<file path="config.mk">
export PLATFORM = sky130hd
export DESIGN_NAME = div_ctrl
export DESIGN_NICKNAME = d
export VERILOG_FILES = /design/src/rtl/div_ctrl_pkg.sv /design/src/rtl/div_step.sv /design/src/rtl/div_ctrl.sv
export SDC_FILE = /design/constraint.sdc
export NUM_CORES = 1
export LEC_CHECK = 0
export CAP_MARGIN = 10
export CORE_ASPECT_RATIO = 1.4
export CORE_MARGIN = 2
export CORE_UTILIZATION = 40
export CTS_CLUSTER_SIZE = 30
export DETAILED_ROUTE_END_ITERATION = 10
export PLACE_DENSITY = 0.62
export SLEW_MARGIN = 20
export SYNTH_ARGS = -nofsm -noshare
export SYNTH_HDL_FRONTEND = slang
export SYNTH_SLANG_ARGS = --single-unit
</file>
<file path="constraint.sdc">
create_clock -name clk -period 2.9 [get_ports clk]
set_input_delay 0.29 -clock clk [delete_from_list [all_inputs] [get_ports clk]]
set_output_delay 0.29 -clock clk [all_outputs]
set_load 0.01 [all_outputs]
</file>
<file path="src/rtl/div_ctrl_pkg.sv">
// div_ctrl_pkg: shared state codes, handshake levels and widths for the EX-stage divider.
package div_ctrl_pkg;
  localparam int RegBus = 32;
  typedef enum logic [1:0] {
    DivFree   = 2'b00,
    DivByZero = 2'b01,
    DivOn     = 2'b10,
    DivEnd    = 2'b11
  } div_state_e;
  localparam logic DivResultReady    = 1'b1;
  localparam logic DivResultNotReady = 1'b0;
  localparam logic DivStart          = 1'b1;
  localparam logic DivStop           = 1'b0;
  localparam logic DivAnnul          = 1'b1;
endpackage

</file>
<file path="src/rtl/div_step.sv">
// div_step: one radix-2 restoring iteration (shift {rem,quot} left, conditional subtract).
module div_step import div_ctrl_pkg::*; #(
  parameter int DATA_W = RegBus
) (
  input  logic [DATA_W-1:0] rem_i,
  input  logic [DATA_W-1:0] quot_i,
  input  logic [DATA_W-1:0] divisor_i,
  output logic [DATA_W-1:0] rem_o,
  output logic [DATA_W-1:0] quot_o
);
  // the shifted remainder can exceed DATA_W bits, so compare with one extra bit
  logic [DATA_W:0] rem_sh;
  logic            ge;
  assign rem_sh = {rem_i, quot_i[DATA_W-1]};
  assign ge     = rem_sh >= {1'b0, divisor_i};
  assign rem_o  = ge ? DATA_W'(rem_sh - {1'b0, divisor_i}) : rem_sh[DATA_W-1:0];
  assign quot_o = {quot_i[DATA_W-2:0], ge};
endmodule

</file>
<file path="src/rtl/div_ctrl.sv">
// div_ctrl: 32-cycle restoring DIV/DIVU sequencer for EX; result_o = {rem, quot}.
// Macro DIV_EARLY_EXIT_EN: finish at once when |dividend| < |divisor| (quot=0, rem=dividend).
module div_ctrl import div_ctrl_pkg::*; #(
  parameter int DATA_W = RegBus,
  parameter int CNT_W  = 6
) (
  input  logic                clk,
  input  logic                rst,
  input  logic                signed_div_i,
  input  logic [DATA_W-1:0]   opdata1_i,
  input  logic [DATA_W-1:0]   opdata2_i,
  input  logic                start_i,
  input  logic                annul_i,
  output logic [2*DATA_W-1:0] result_o,
  output logic                ready_o,
  output logic                stallreq_o
);
  div_state_e        state, nxt;
  logic [CNT_W-1:0]  cnt;
  logic [DATA_W-1:0] rem, quot, dvsr, rem_nxt, quot_nxt, abs_a, abs_b, fix_q, fix_r;
  logic              neg_q, neg_r, go, annul, early;
  assign go    = start_i == DivStart && annul_i != DivAnnul;
  assign annul = annul_i == DivAnnul;
  assign abs_a = signed_div_i && opdata1_i[DATA_W-1] ? -opdata1_i : opdata1_i;
  assign abs_b = signed_div_i && opdata2_i[DATA_W-1] ? -opdata2_i : opdata2_i;
  assign fix_q = neg_q ? -quot : quot;
  assign fix_r = neg_r ? -rem : rem;
`ifdef DIV_EARLY_EXIT_EN
  assign early = abs_a < abs_b;
`else
  assign early = 1'b0;
`endif
  div_step #(.DATA_W(DATA_W)) u_step (
    .rem_i    (rem),
    .quot_i   (quot),
    .divisor_i(dvsr),
    .rem_o    (rem_nxt),
    .quot_o   (quot_nxt)
  );
  always_ff @(posedge clk or negedge rst)
    if (!rst) state <= DivFree;
    else      state <= nxt;
  always_comb begin
    nxt = state;
    unique case (state)
      DivFree:   nxt = !go ? DivFree : opdata2_i == '0 ? DivByZero : early ? DivEnd : DivOn;
      DivByZero: nxt = annul ? DivFree : DivEnd;
      DivOn:     nxt = annul ? DivFree : cnt == CNT_W'(DATA_W - 1) ? DivEnd : DivOn;
      default:   nxt = go ? DivEnd : DivFree;
    endcase
  end
  always_comb stallreq_o = go && ready_o != DivResultReady;
  // ready_o/result_o are registered from DivEnd, so they rise one edge after entering it
  always_ff @(posedge clk or negedge rst)
    if (!rst) begin
      rem      <= '0;
      quot     <= '0;
      dvsr     <= '0;
      neg_q    <= 1'b0;
      neg_r    <= 1'b0;
      cnt      <= '0;
      result_o <= '0;
      ready_o  <= DivResultNotReady;
    end else begin
      unique case (state)
        DivFree: begin
          cnt      <= '0;
          result_o <= '0;
          ready_o  <= DivResultNotReady;
          if (go) begin
            dvsr  <= abs_b;
            neg_q <= signed_div_i && (opdata1_i[DATA_W-1] ^ opdata2_i[DATA_W-1]);
            neg_r <= signed_div_i && opdata1_i[DATA_W-1];
            rem   <= early ? abs_a : '0;
            quot  <= early ? '0 : abs_a;
          end
        end
        DivByZero: begin
          rem  <= '0;
          quot <= '0;
          cnt  <= '0;
        end
        DivOn: begin
          cnt <= annul ? '0 : cnt + 1'b1;
          if (!annul) begin
            rem  <= rem_nxt;
            quot <= quot_nxt;
          end
        end
        default: begin
          ready_o  <= go ? DivResultReady : DivResultNotReady;
          result_o <= go ? {fix_r, fix_q} : '0;
        end
      endcase
    end
endmodule

</file>
# Word-level counts from Yosys, hierarchy flattened
# Cells that the tools add are included.
word_totals:
  regBits: 171
  in_bits: 69
  output_inout_bits: 66
  wordCells: 61
op_classes:
  addsub: 6
  order_cmp: 1
  n_eq_ne: 5
  n_mux: 24
  bitwise_logic: 3
  reduce_logical: 13
ops:
  columns: ["operator", "count"]
  rows:
  - ["32-bit two-way mux", 9]
  - ["32-bit case mux with 3 select lines", 2]
  - ["32-bit negation", 4]
  - ["64-bit case mux with 2 select lines", 1]
  - ["64-bit two-way mux", 1]
  - ["33-bit by 32-bit greater-or-equal comparator with 1-bit output", 1]
  - ["32-bit zero test", 1]
  - ["32-bit subtractor", 1]
  - ["6-bit case mux with 2 select lines", 1]
  - ["2-bit two-way mux", 5]
  - ["6-bit by 1-bit adder with 6-bit output, second input constant", 1]
  - ["6-bit by 5-bit == test with 1-bit output, second input constant", 1]
  - ["6-bit two-way mux", 1]
  - ["2-bit case mux with 3 select lines", 1]
  - ["1-bit logical AND", 5]
  - ["2-bit != test, second input constant", 2]
  - ["2-bit OR reduction", 2]
  - ["3-bit AND reduction", 1]
  - ["3-bit nonzero test", 1]
  - ["2-bit by 1-bit == test with 1-bit output, second input constant", 1]
  - ["2-bit == test, second input constant", 1]
  - ["2-bit zero test", 1]
  - ["1-bit two-way mux", 2]
  - ["1-bit inverter", 2]
  - ["other kinds (4)", 4]

# Depth between registers and ports, before layout
logic_depth:
  word_depth: 4
  ltp_mapped: 13
  depth_no_buf: 12

# Cells and area by module
# A second synthesis with hierarchy kept.
unflattened:
  cells_unflattened: 1486
  area_unflattened_um2: 12221.7
modules_own_cells:
  columns: ["mod", "instances", "cells_per_inst", "area_per_inst_um2", "seq_area_each_um2"]
  rows:
  - ["div_ctrl", 1, 1131, 9650.5, 4279.1]
  - ["div_step", 1, 355, 2571.2, 0.0]

# Least setup slack after synthesis
# No wires, ideal clock.
synth_path:
  kind: "register to register"
  startpoint: "register rem[7]"
  endpoint: "register quot[0]"
  setup_time_ns: 0.136
  t_arrival_ns: 2.730
  required_time_ns: 2.764
  path_slack_ns: 0.034
  stages_incl_launch_ff: 12
  path_buffers: 2
  period_less_slack_ns: 2.866
  cell_sequence: "dfrtp_1 > ha_1 > a211o_1 > a2111oi_2 > nor3b_1 > a211oi_2 > a21oi_1 > a21o_1 > buf_2 > buf_2 > a32oi_1 > o21ai_0"
synth_between:
  elab_chain_len: 3
synth_lines:
  columns: ["element", "line", "rtl"]
  rows:
  - ["from (decl)", "div_ctrl.sv:20", "logic [DATA_W-1:0] rem, quot, dvsr, rem_nxt, quot_nxt, abs_a, abs_b, fix_q, fix_r;"]
  - ["from (signal assigned)", "div_ctrl.sv:74", "rem <= early ? abs_a : '0;"]
  - ["from (signal assigned)", "div_ctrl.sv:86", "rem <= rem_nxt;"]
  - ["33-bit by 32-bit greater-or-equal comparator with 1-bit output", "div_step.sv:15", "assign ge = rem_sh >= {1'b0, divisor_i};"]
  - ["32-bit two-way mux", "div_ctrl.sv:85", "if (!annul) begin"]
  - ["32-bit case mux with 3 select lines", "div_ctrl.sv:65", "unique case (state)"]
  - ["to (signal assigned)", "div_ctrl.sv:75", "quot <= early ? '0 : abs_a;"]
  - ["to (signal assigned)", "div_ctrl.sv:87", "quot <= quot_nxt;"]
  - ["to (decl)", "div_ctrl.sv:20", null]
# No other way between the ends. The select of a mux whose other input is x is not followed.
# A chain may end at the register's enable or synchronous reset.

# Worst setup path after layout
layout_path:
  startpoint: "register rem[1]"
  endpoint: "register result_o[56]"
layout_between:
  elab_chain_len: 4
layout_lines:
  columns: ["element", "line", "rtl"]
  rows:
  - ["32-bit negation", "div_ctrl.sv:27", "assign fix_r = neg_r ? -rem : rem;"]
  - ["32-bit two-way mux", "div_ctrl.sv:27", null]
  - ["64-bit two-way mux", "div_ctrl.sv:92", "result_o <= go ? {fix_r, fix_q} : '0;"]
  - ["64-bit case mux with 2 select lines", "div_ctrl.sv:65", null]
  - ["to (signal assigned)", "div_ctrl.sv:92", null]
  - ["to (decl)", "div_ctrl.sv:14", "output logic [2*DATA_W-1:0] result_o,"]
# No other way between the ends.

==> out/summary.txt <==
Row count -> 73
Req. time, crit path -> 3.23 ns
Max incr delay on CP -> 0.47 ns
Area share of the largest cell type after synthesis -> 37.08%
Clock-pin slew on the worst setup and hold paths -> 0.07 ns
Synthesis-to-finish area growth -> 30.65%
Post-synth top cells -> nand2_1 (224), dfrtp_1 (171), o21ai_0 (153)
Die Y -> 205.0 um
Clk sinks -> 171
Max Slew Vio Count -> 0
Average wire per standard cell -> 16.72 um
Tot GR Track Use -> 22.76%
Syn. warnings -> 0
Placed insts -> 1982
Cells along the critical path -> inv_2 > ha_4 > or3b_4 > or4_4 > or4_4 > or3_4 > o31ai_2 > xor2_1 > o21ai_1
Vias/cell -> 5.470
Distinct cells, synth -> 70
Setup CP Type -> register to register
CTS tree -> done
I/O Buffers -> 134
Min Tclk post-route -> 2.915 ns
Syn Nets -> 1512
Root Driver -> clkbuf_16
Maximum VDD drop -> 0.3304 mV
P_leak -> 6.524 nW
Setup ws final -> -0.01463 ns
RSZ-0062 raised after global routing -> yes
Maximum capacitance violations -> 0
Synthesis-stage register bit count -> 171
Outcome -> complete, but fails checks
Worst hold path type -> input pin to asynchronous set/reset pin
Fraction of layout cells with a size suffix above 1 -> 15.09%
Initial antenna violation count -> 0
P per Cell Area -> 509.3 mW/mm^2
Vias in the first global route -> 11.02k
Nature of the critical path startpoint -> register
Core box area -> 0.02841 mm^2
ANT nets after route -> 0
Post-Syn Area -> 0.01154 mm^2
Worst Clk Skew -> 0.01046 ns
Vias -> 11.04k
First DRT Iteration DRCs -> 540
Gate count of the mapped netlist -> 1400
CTS Buffer Depth -> 2
Crit Path Max Fanout -> 4
Post-synth top area cell -> dfrtp_1
H-tree lvl count -> 4
Worst Max-Slew Pin Slew -> 0.8626 ns
Largest net degree at the start of global routing -> 68
DRT Wirelength -> 33740 um
Clock latency on the worst-skew pair -> 0.44 ns
Die width -> 147.6 um
Top_reg_cell synth -> dfrtp_1
Final Hold Vio Count -> 0
CP max stage cell -> or4_4
Total grt overflow -> 0
First-pass GRT wire length -> 55640 um
Multi-input logic area -> 0.006942 mm^2
Nets -> 1742
Filler instances -> 2721
CP endpoint kind -> register
Mean area per synthesized cell -> 8.244 um^2
Antenna Cells -> 0
DR pass1 iterations -> 5
Placer Congestion -> 0.9527
Cell with the most instances after synthesis -> nand2_1
Relative slew slack -> 42.49%
Register area -> 0.004280 mm^2
Reg2Reg Depth -> 9
Cts bufs inserted -> 17
Hpwl dp -> 26090 um
Worst EP arrival -> 3.24 ns
IO Pins -> 135
Final instance area -> 0.01508 mm^2
Failing checks -> negative setup slack
Most used cell along the critical path -> or4_4
Worst Hold Margin -> 0.4139 ns
Synth area leaders -> dfrtp_1 (37%), nand2_1 (7.3%), o21ai_0 (6.6%)
Post-route core utilization -> 53.08%
Post-DP Area -> 0.01427 mm^2
Die area -> 0.03025 mm^2
Residual DRC -> 0
Post-synthesis sequential area ratio -> 37.08%
FFs w/ async S/R, synth -> 100.0%
Final Cycle Share -> 100.5%
Fin cells -> 2018
EDFF count, synth -> 0
Initial Utilization -> 40.63%
Fmax achieved -> 0.3431 GHz
Final Setup Violations -> 1
worst max-delay path, delay by kind of cell (launching register included):
| kind | cells | cell delay, ns |
|---|---|---|
| adder cells (fa/ha/maj) | 1 | 0.13 |
| XOR/XNOR | 1 | 0.20 |
| buffers and inverters | 1 | 0.09 |
| AND/OR/NAND/NOR | 4 | 1.66 |
| AO/OA/AOI/OAI | 2 | 0.32 |
| flip-flops | 1 | 0.40 |
sequential cells by signal, summed over array words and instances, names as in the netlist:
signal,cells
cnt,6
dvsr,32
neg_q,1
neg_r,1
quot,32
ready_o,1
rem,32
result_o,64
state,2
per-layer routing:
layer	part of all wire [%]	vias to the layer above	global-route usage (%)
li1	-	5436	-
met5	0	-	0
met1	42	5284	27.05
met4	2.5	0	7.898
met3	3.2	51	2.784
met2	52	267	42.06
cell families after synthesis:
logic type	count (synthesis)	share of synthesized area (%)
buf+inv	132	4.347
compound gates	414	22.63
xor+xnor	144	10.93
mux	3	0.2602
flops	171	37.08
simple gates	493	20.03
fa+ha+maj	43	4.727
timing repair:
| item | 4_1_cts | 5_1_grt |
|---|---|---|
| hold endpoints to repair | 62 | 0 |
| buffers inserted | 0 | 3 |
| hold buffers | 1 | 0 |
| pin swaps | 0 | 9 |
| resized for setup | 5 | 32 |
| endpoints found under the setup margin | 9 | 40 |
cells in the final DEF (no fill, tap or decap), types with 8 or more instances in the layout:
cell,count
dfrtp_1,170
o31ai_1,19
xor2_1,77
a21oi_1,83
nor4_1,8
ha_1,39
a22oi_1,19
a21o_1,20
and2_1,8
or4_1,11
nand3_1,27
nor3_1,24
or3_1,17
xnor2_1,66
o21ai_1,11
clkdlybuf4s50_1,133
clkbuf_16,17
o21ai_0,149
and3_1,8
nand4_1,30
o211ai_1,29
nand2_1,223
buf_4,156
inv_1,45
nor2_1,86
nand2b_1,10
report_power, final:
| part | leakage (nW) | internal (mW) | switching, mW |
|---|---|---|---|
| Sequential | 2.25 | 2.63 | 0.252 |
| Clock | 0.294 | 1.30 | 1.07 |
| Combinational | 3.98 | 1.10 | 1.32 |
| Total | 6.52 | 5.03 | 2.65 |
metrics by stage:
step	TNS [ns]	power, mW	setup WS, ns
floorplan	0	4.277	0.03441
global placement	0	5.241	0.002301
detailed placement	-0.1218	5.277	-0.03736
CTS	-0.007936	7.670	-0.007936
global route	-0.5383	8.136	-0.1413
finish	-0.01463	7.680	-0.01463
worst paths after layout:
| kind | start | endpoint | slack (ns) |
|---|---|---|---|
| max reg2reg | rem[1]$_DFFE_PN0P_ | result_o[56]$_DFFE_PN0P_ | -0.01 |
| min in group clk | dvsr[21]$_DFFE_PN0P_ | dvsr[21]$_DFFE_PN0P_ | 0.48 |
| max in group asynchronous | rst | result_o[46]$_DFFE_PN0P_ | 1.66 |
| max | rem[1]$_DFFE_PN0P_ | result_o[56]$_DFFE_PN0P_ | -0.01 |
| min | rst | quot[22]$_DFFE_PN0P_ | 0.41 |
| min reg2reg | dvsr[21]$_DFFE_PN0P_ | dvsr[21]$_DFFE_PN0P_ | 0.48 |
layout make-up:
class	instances	area share [%]
tap	375	3.112
sequential	171	28.39
clock inverter	15	1.178
clock buffer	17	2.821
timing repair buffer	295	17.27
inverter	48	1.195
multi-input combinational	1097	46.04
(Power assumes the default switching activity.)
